## src/rtl/byte_lane_pkg.sv

```systemverilog
// Shared types and defaults for the byte lane sequencer.
//   state_e       : sequencer FSM states (IDLE, SEND, FIN)
//   DATA_W_DEF    : default bits per lane
//   NUM_LANES_DEF : default lanes per frame
//   IDX_W_DEF     : lane index width derived from NUM_LANES_DEF
package byte_lane_pkg;

  localparam int unsigned DATA_W_DEF    = 8;
  localparam int unsigned NUM_LANES_DEF = 16;
  localparam int unsigned IDX_W_DEF     = $clog2(NUM_LANES_DEF);

  typedef enum logic [1:0] {
    IDLE = 2'd0,
    SEND = 2'd1,
    FIN  = 2'd2
  } state_e;

endpackage : byte_lane_pkg

```

## src/rtl/byte_lane_sequencer_if.sv

```systemverilog
// Byte stream bus between the sequencer and the bit-timing encoder.
//   byte_out   : byte presented to the encoder
//   byte_valid : byte_out is valid
//   byte_ready : encoder accepts byte_out this cycle
//   lane_sel   : one-hot lane currently presented, zero when idle
// Modports: master (sequencer side), slave (encoder side).
interface byte_lane_sequencer_if #(
  parameter int unsigned DATA_W    = 8,
  parameter int unsigned NUM_LANES = 16
);

  logic [DATA_W-1:0]    byte_out;
  logic                 byte_valid;
  logic                 byte_ready;
  logic [NUM_LANES-1:0] lane_sel;

  modport master (
    output byte_out,
    output byte_valid,
    output lane_sel,
    input  byte_ready
  );

  modport slave (
    input  byte_out,
    input  byte_valid,
    input  lane_sel,
    output byte_ready
  );

endinterface : byte_lane_sequencer_if

```

## src/rtl/byte_lane_mux.sv

```systemverilog
// Combinational one-hot byte selector.
//   frame_i  : NUM_LANES lanes, lane k at [k*DATA_W +: DATA_W]
//   sel_i    : one-hot lane select
//   byte_o_c : selected lane; lane 0 when sel_i is not one-hot
module byte_lane_mux
  import byte_lane_pkg::*;
#(
  parameter int unsigned DATA_W    = DATA_W_DEF,
  parameter int unsigned NUM_LANES = NUM_LANES_DEF
) (
  input  logic [NUM_LANES*DATA_W-1:0] frame_i,
  input  logic [NUM_LANES-1:0]        sel_i,
  output logic [DATA_W-1:0]           byte_o_c
);

  // OR-reduce the selected lane; fall back to lane 0 for illegal selects.
  always_comb begin
    byte_o_c = frame_i[DATA_W-1:0];
    if ($onehot(sel_i)) begin
      byte_o_c = '0;
      for (int unsigned k = 0; k < NUM_LANES; k++) begin
        if (sel_i[k]) byte_o_c = byte_o_c | frame_i[k*DATA_W +: DATA_W];
      end
    end
  end

endmodule : byte_lane_mux

```

## src/rtl/byte_lane_sequencer.sv

```systemverilog
// Captures a frame of NUM_LANES bytes and streams it one byte per
// valid/ready handshake to the bit encoder.
//   clk, rst_n : clock, asynchronous active-low reset
//   start      : capture frame_in / len_m1 and begin streaming (IDLE only)
//   frame_in   : lane k at [k*DATA_W +: DATA_W]
//   len_m1     : bytes to send minus 1, clamped to NUM_LANES-1
//   bus        : byte_out / byte_valid / byte_ready / lane_sel (master)
//   busy       : capture cycle until final byte accepted
//   done       : one-cycle pulse after the final byte is accepted
// Build option: define BYTE_LANE_REVERSE_EN to stream from lane last
// down to lane 0 instead of ascending order.
module byte_lane_sequencer
  import byte_lane_pkg::*;
#(
  parameter  int unsigned DATA_W    = DATA_W_DEF,
  parameter  int unsigned NUM_LANES = NUM_LANES_DEF,
  localparam int unsigned IDX_W     = $clog2(NUM_LANES)
) (
  input  logic                        clk,
  input  logic                        rst_n,
  input  logic                        start,
  input  logic [NUM_LANES*DATA_W-1:0] frame_in,
  input  logic [IDX_W-1:0]            len_m1,
  byte_lane_sequencer_if.master       bus,
  output logic                        busy,
  output logic                        done
);

  localparam logic [IDX_W-1:0] MAX_IDX = IDX_W'(NUM_LANES - 1);

  state_e                      state_q, state_d;
  logic [IDX_W-1:0]            idx_q, idx_d;
  logic [IDX_W-1:0]            last_q, last_d;
  logic [NUM_LANES*DATA_W-1:0] frame_q, frame_d;
  logic [DATA_W-1:0]           byte_out_q, byte_out_d;
  logic                        valid_q, valid_d;
  logic [NUM_LANES-1:0]        sel_q, sel_d;
  logic                        busy_q, busy_d;
  logic                        done_q, done_d;

  logic [IDX_W-1:0]            len_clamp_c;
  logic [IDX_W-1:0]            first_idx_c;
  logic [IDX_W-1:0]            end_idx_c;
  logic [IDX_W-1:0]            step_idx_c;
  logic                        xfer_c;
  logic [DATA_W-1:0]           mux_byte_c;

  assign len_clamp_c = (32'(len_m1) > 32'(NUM_LANES - 1)) ? MAX_IDX : len_m1;
  assign xfer_c      = valid_q & bus.byte_ready;

  // Traversal direction: where a frame starts, where it ends, next index.
`ifdef BYTE_LANE_REVERSE_EN
  assign first_idx_c = len_clamp_c;
  assign end_idx_c   = '0;
  assign step_idx_c  = idx_q - IDX_W'(1);
`else
  assign first_idx_c = '0;
  assign end_idx_c   = last_q;
  assign step_idx_c  = idx_q + IDX_W'(1);
`endif

  // State, index and frame registers.
  always_ff @(posedge clk or negedge rst_n) begin
    if (!rst_n) begin
      state_q    <= IDLE;
      idx_q      <= '0;
      last_q     <= '0;
      frame_q    <= '0;
      byte_out_q <= '0;
      valid_q    <= 1'b0;
      sel_q      <= '0;
      busy_q     <= 1'b0;
      done_q     <= 1'b0;
    end else begin
      state_q    <= state_d;
      idx_q      <= idx_d;
      last_q     <= last_d;
      frame_q    <= frame_d;
      byte_out_q <= byte_out_d;
      valid_q    <= valid_d;
      sel_q      <= sel_d;
      busy_q     <= busy_d;
      done_q     <= done_d;
    end
  end

  // Next-state logic: capture in IDLE, advance on transfer, FIN lasts one cycle.
  always_comb begin
    state_d = state_q;
    idx_d   = idx_q;
    last_d  = last_q;
    frame_d = frame_q;
    unique case (state_q)
      IDLE: begin
        if (start) begin
          frame_d = frame_in;
          last_d  = len_clamp_c;
          idx_d   = first_idx_c;
          state_d = SEND;
        end
      end
      SEND: begin
        if (xfer_c) begin
          if (idx_q == end_idx_c) state_d = FIN;
          else                    idx_d   = step_idx_c;
        end
      end
      FIN:     state_d = IDLE;
      default: state_d = IDLE;
    endcase
  end

  // Outputs are decoded from next state so they register in step with it.
  always_comb begin
    valid_d    = 1'b0;
    busy_d     = 1'b0;
    done_d     = 1'b0;
    sel_d      = '0;
    byte_out_d = '0;
    if (state_d == SEND) begin
      valid_d    = 1'b1;
      busy_d     = 1'b1;
      sel_d      = NUM_LANES'(1) << idx_d;
      byte_out_d = mux_byte_c;
    end
    if (state_d == FIN) done_d = 1'b1;
  end

  byte_lane_mux #(
    .DATA_W    (DATA_W),
    .NUM_LANES (NUM_LANES)
  ) u_mux (
    .frame_i  (frame_d),
    .sel_i    (sel_d),
    .byte_o_c (mux_byte_c)
  );

  assign bus.byte_out   = byte_out_q;
  assign bus.byte_valid = valid_q;
  assign bus.lane_sel   = sel_q;
  assign busy           = busy_q;
  assign done           = done_q;

endmodule : byte_lane_sequencer

```

## src/flat_wrapper.sv

```systemverilog
// flat-port wrapper written by rule: the top's interface ports become plain ports
module byte_lane_sequencer_flat import byte_lane_pkg::*;
#(
  parameter  int unsigned DATA_W    = DATA_W_DEF,
  parameter  int unsigned NUM_LANES = NUM_LANES_DEF,
  localparam int unsigned IDX_W     = $clog2(NUM_LANES)
)
  (clk, rst_n, start, frame_in, len_m1, busy, done, bus_byte_out, bus_byte_valid, bus_lane_sel, bus_byte_ready);
  byte_lane_sequencer_if #(.DATA_W(DATA_W), .NUM_LANES(NUM_LANES)) bus_i ();
  input  logic clk;
  input  logic rst_n;
  input  logic start;
  input  logic [NUM_LANES*DATA_W-1:0] frame_in;
  input  logic [IDX_W-1:0] len_m1;
  output logic busy;
  output logic done;
  output wire logic [$bits(bus_i.byte_out)-1:0] bus_byte_out;
  output wire logic [$bits(bus_i.byte_valid)-1:0] bus_byte_valid;
  output wire logic [$bits(bus_i.lane_sel)-1:0] bus_lane_sel;
  input wire logic [$bits(bus_i.byte_ready)-1:0] bus_byte_ready;
  assign bus_byte_out = bus_i.byte_out;
  assign bus_byte_valid = bus_i.byte_valid;
  assign bus_lane_sel = bus_i.lane_sel;
  assign bus_i.byte_ready = bus_byte_ready;
  byte_lane_sequencer #(.DATA_W(DATA_W), .NUM_LANES(NUM_LANES)) u_core (.clk(clk), .rst_n(rst_n), .start(start), .frame_in(frame_in), .len_m1(len_m1), .bus(bus_i), .busy(busy), .done(done));
endmodule
```

## config.mk

```make
export PLATFORM = sky130hd
export DESIGN_NAME = byte_lane_sequencer_flat
export DESIGN_NICKNAME = d
export VERILOG_FILES = /design/src/rtl/byte_lane_pkg.sv /design/src/rtl/byte_lane_sequencer_if.sv /design/src/rtl/byte_lane_mux.sv /design/src/rtl/byte_lane_sequencer.sv /design/src/flat_wrapper.sv
export SDC_FILE = /design/constraint.sdc
export NUM_CORES = 1
export LEC_CHECK = 0
export CORE_MARGIN = 3
export CORE_UTILIZATION = 55
export DETAILED_ROUTE_END_ITERATION = 12
export HOLD_SLACK_MARGIN = 0.12
export PLACE_DENSITY = 0.85
export SETUP_SLACK_MARGIN = 0.1
export SYNTH_ARGS = -nofsm -noshare
export SYNTH_HDL_FRONTEND = slang
export SYNTH_SLANG_ARGS = --single-unit
```

## constraint.sdc

```tcl
create_clock -name clk -period 9.85 [get_ports clk]
set_input_delay 2.955 -clock clk [delete_from_list [all_inputs] [get_ports clk]]
set_output_delay 2.955 -clock clk [all_outputs]
set_load 0.01 [all_outputs]
```

==> results of run 1 <==
## where the power goes
part | switching (W) | leakage [nW] | total (W) | internal [W]
logic | 0.00109 | 2.57 | 0.00177 | 0.000688
clock network | 0.000269 | 0.321 | 0.000743 | 0.000474
registers | 0.000127 | 2.07 | 0.00110 | 0.000976
## layout make-up
type | instances | area share, %
clock inverter | 13 | 2.270
timing repair buffer | 184 | 17.53
tap | 176 | 2.159
multi-input combinational | 654 | 32.74
inverter | 24 | 0.8833
clock buffer | 17 | 4.171
sequential | 164 | 40.24
## routing by layer
layer,vias to the layer above,track usage [%],part of all wire (%)
met2,387,47.77,45
met3,73,9.177,10
li1,3227,-,-
met4,0,13.35,3.6
met5,-,0,0
met1,3301,42.76,41
## synth_stat cells, types with 2 or more instances
master | instances | area (um^2)
nand2_1 | 423 | 1588
dfrtp_1 | 164 | 4104
clkbuf_1 | 32 | 120.1
nor2_1 | 28 | 105.1
nand3_1 | 22 | 110.1
inv_1 | 21 | 78.83
o21ai_0 | 20 | 100.1
a21oi_1 | 15 | 75.07
fa_1 | 10 | 200.2
a22oi_1 | 9 | 67.56
a31oi_1 | 9 | 56.30
and3_1 | 7 | 43.79
mux2i_1 | 7 | 70.07
a32o_1 | 6 | 60.06
a32oi_1 | 6 | 52.55
buf_6 | 6 | 67.56
ha_1 | 6 | 75.07
nor3_1 | 6 | 30.03
nor4_1 | 6 | 37.54
a2111oi_0 | 5 | 43.79
a2bb2oi_1 | 4 | 35.03
and2_1 | 4 | 25.02
buf_1 | 4 | 15.01
nor2b_1 | 4 | 25.02
a211oi_1 | 3 | 22.52
a22o_1 | 3 | 26.28
and4_1 | 3 | 26.28
inv_2 | 3 | 11.26
nor2_2 | 3 | 18.77
o21ai_1 | 3 | 15.01
a221oi_1 | 2 | 17.52
a41oi_1 | 2 | 17.52
nand2b_1 | 2 | 12.51
nor3_2 | 2 | 20.02
o211a_1 | 2 | 20.02
o211ai_1 | 2 | 15.01
o22ai_1 | 2 | 12.51
o2bb2ai_1 | 2 | 17.52
xnor2_1 | 2 | 17.52
xnor2_2 | 2 | 32.53
## through the flow
step	hold slack (ns)	instance area, um^2	power (W)
after floorplan	0.4339	7740	0.002197
after global placement	0.4485	9542	0.002769
after detailed placement	0.4577	9542	0.002820
after CTS	0.4710	10200	0.003590
after global routing	0.4884	10200	0.003863
final	0.4716	10200	0.003619
## worst reg2reg max path, cell delays in order (launching register included)
cell and delay, ns:
dfrtp_1 0.76, xnor2_2 0.17, a41o_1 0.36, nor4_1 0.46, a221oi_4 0.07, nor3_2 0.75, fa_1 0.56, fa_1 0.49
fa_1 0.51, inv_1 0.05, fa_1 0.46, fa_1 0.38, inv_1 0.10, fa_1 0.39, nor4_1 0.32, o21ai_0 0.21
a21oi_1 0.14, or4b_1 0.43, o221a_1 0.21
## how the worst max path moves through the flow
| stage | start | depth (start not counted) | slack [ns] | to |
|---|---|---|---|---|
| 6_report | bus_byte_ready | 19 | 0.65 | u_core.bus.byte_out[3]$_DFF_PN0_ |
| 5_1_grt | bus_byte_ready | 20 | 0.42 | u_core.bus.byte_out[7]$_DFF_PN0_ |
| 3_3_place_gp | bus_byte_ready | 19 | 0.38 | u_core.bus.byte_out[3]$_DFF_PN0_ |
| 4_1_cts | bus_byte_ready | 19 | 0.71 | u_core.bus.byte_out[3]$_DFF_PN0_ |
| 2_1_floorplan | bus_byte_ready | 22 | 1.17 | u_core.bus.byte_out[3]$_DFF_PN0_ |
| 3_5_place_dp | bus_byte_ready | 19 | 0.32 | u_core.bus.byte_out[3]$_DFF_PN0_ |
## cells by family after synthesis
kind of cell	synth area share (%)
AOI/OAI and AO/OA	10.09
xor gates and xnor gates	0.6466
adders and majority gates	3.556
buffers and inverters	3.944
DFF	53.02
muxes	1.051
and+or+nand+nor	27.69
## sequential cells by signal (all words and copies together), names as in the netlist
signal and cells:
u_core.state_q 2, u_core.bus.lane_sel 16, u_core.done 1, u_core.frame_q 128
u_core.bus.byte_out 8, u_core.idx_q 4, u_core.end_idx_c 4, u_core.bus.byte_valid 1
==> impl_metrics.env, run 1 <==
export IMPL_status="complete, no violations"
export IMPL_worstHoldPathCells=2
export IMPL_nFillCells=1000
export IMPL_ys_flop_type="dfrtp_1"
export IMPL_setup_slack_ns=0.6504
export IMPL_hold_path_class="reg2reg"
export IMPL_rr_worst_depth=18
export IMPL_cp_cell_sequence="clkdlybuf4s50_1 -> nand4b_4 -> a41o_1 -> nor4_1 -> a221oi_4 -> nor3_2 -> fa_1 -> fa_1 -> fa_1 -> inv_1 -> fa_1 -> fa_1 -> inv_1 -> fa_1 -> nor4_1 -> o21ai_0 -> a21oi_1 -> or4b_1 -> o221a_1"
export IMPL_min_period_ns=9.200
export IMPL_hold_viol_final=0
export IMPL_r2r_start="u_core.idx_q[0]$_DFF_PN0_"
export IMPL_cap_violations=0
export IMPL_worst_setup_path_end_kind="register"
export IMPL_max_vdd_ir_drop_uv=206.3
export IMPL_power_density_nw_per_um2=354.8
export IMPL_die_x_um=124.6
export IMPL_grt_pass1_vias=7114
export IMPL_dp_slack_ns=0.3250
export IMPL_antenna_found_initial=0
export IMPL_final_cell_mix="nand2_1 (423), dfrtp_1 (164), clkdlybuf4s50_1 (161)"
export IMPL_syn_avg_cell_area_um2=8.736
export IMPL_root_buffer="clkbuf_16"
export IMPL_numClockSinks=164
export IMPL_diodes=0
export IMPL_clock_latency_ns=0.43
export IMPL_die_area_um2=15530
export IMPL_drt_wl_total_um=24310
export IMPL_port_buffers=162
export IMPL_htree_levels=4
export IMPL_finalSetupViolCount=0
export IMPL_p_leak_nw=4.962
export IMPL_relSlewSlack_pct=36.52
export IMPL_finalSetupTns_ns=0
export IMPL_synth_async_reset_ratio_pct=100.0
export IMPL_yosysWarnings=0
export IMPL_crit_top_cell="fa_1"
export IMPL_ys_seq_elements=164
export IMPL_globalRouteTotalUtil_pct=31.54
export IMPL_cts_tree="yes"
export IMPL_cts_setup_buffers=0
export IMPL_grt_max_degree=90
export IMPL_grt_overflow=0
export IMPL_regArea_um2=4104
export IMPL_start_kind="primary input"
export IMPL_rsz0062_at_grt="no"
export IMPL_rrSetupSlack_ns=2.91
export IMPL_skew_ns=0.008421
export IMPL_fin_crit_sh_pct=93.40
export IMPL_viasPerCell=5.672
export IMPL_hold_start="u_core.frame_q[28]$_DFF_PN0_"
export IMPL_cpMaxStageDelayCell="nor3_2"
export IMPL_synth_area_um2=7740
export IMPL_drive_gt1_share_pct=6.723
export IMPL_syn_nets=1038
export IMPL_path_buf_inv=3
export IMPL_start_util_pct=57.31
export IMPL_ys_seq_area_share_pct=53.02
export IMPL_clkTransAtPathRegs_ns=0.06
export IMPL_rows=42
export IMPL_clk_path_buf_depth=2
export IMPL_place_congestion=0.9588
export IMPL_area_growth_pct=31.76
export IMPL_layout_nets=1197
export IMPL_first_pass_iters=5
export IMPL_worst_pin_slew_ns=0.9521
export IMPL_wl_per_cell_um=19.73
export IMPL_final_common_cell="nand2_1"
export IMPL_final_cells=1232
export IMPL_placedCellCount=1202
export IMPL_rr_endpoint="u_core.bus.byte_out[3]$_DFF_PN0_"
export IMPL_hpwl_um=16790
export IMPL_synth_edf_count=0
export IMPL_drt_iter0_drc=743
export IMPL_cp_required_ns=10.16
export IMPL_crit_type="in2reg"
export IMPL_vias=6988
export IMPL_final_util_pct=75.51
export IMPL_fmax_mhz=108.7
export IMPL_slew_viol_final=0
export IMPL_antenna_left=0
export IMPL_grt_first_pass_wirelength_um=38220
export IMPL_crit_family="adder cells"
export IMPL_min_to="u_core.frame_q[28]$_DFF_PN0_"
export IMPL_hold_buffers=0
export IMPL_coreArea_um2=13510
export IMPL_cts_resized=0
export IMPL_post_route_drc_count=0
export IMPL_fp_dieH_um=124.6
export IMPL_multiInputGateArea_um2=3339
export IMPL_ys_types=64
export IMPL_ios=163
export IMPL_critPathMaxFanout=9
export IMPL_cts_buffers_inserted=17
export IMPL_arrival_ns=9.51
export IMPL_slowest_delay_ns=0.75
export IMPL_synth_cells=886
(Power assumes the default switching activity.)
==> inputs of run 2 (changes only) <==
--- a/config.mk
+++ b/config.mk
@@ -11,6 +11,7 @@
 export HOLD_SLACK_MARGIN = 0.12
 export PLACE_DENSITY = 0.85
 export SETUP_SLACK_MARGIN = 0.1
+export SKIP_LAST_GASP = 1
 export SYNTH_ARGS = -nofsm -noshare
 export SYNTH_HDL_FRONTEND = slang
 export SYNTH_SLANG_ARGS = --single-unit
==> results of run 2 <==
Final layout, timing and power as in run 1 (identical DEF).
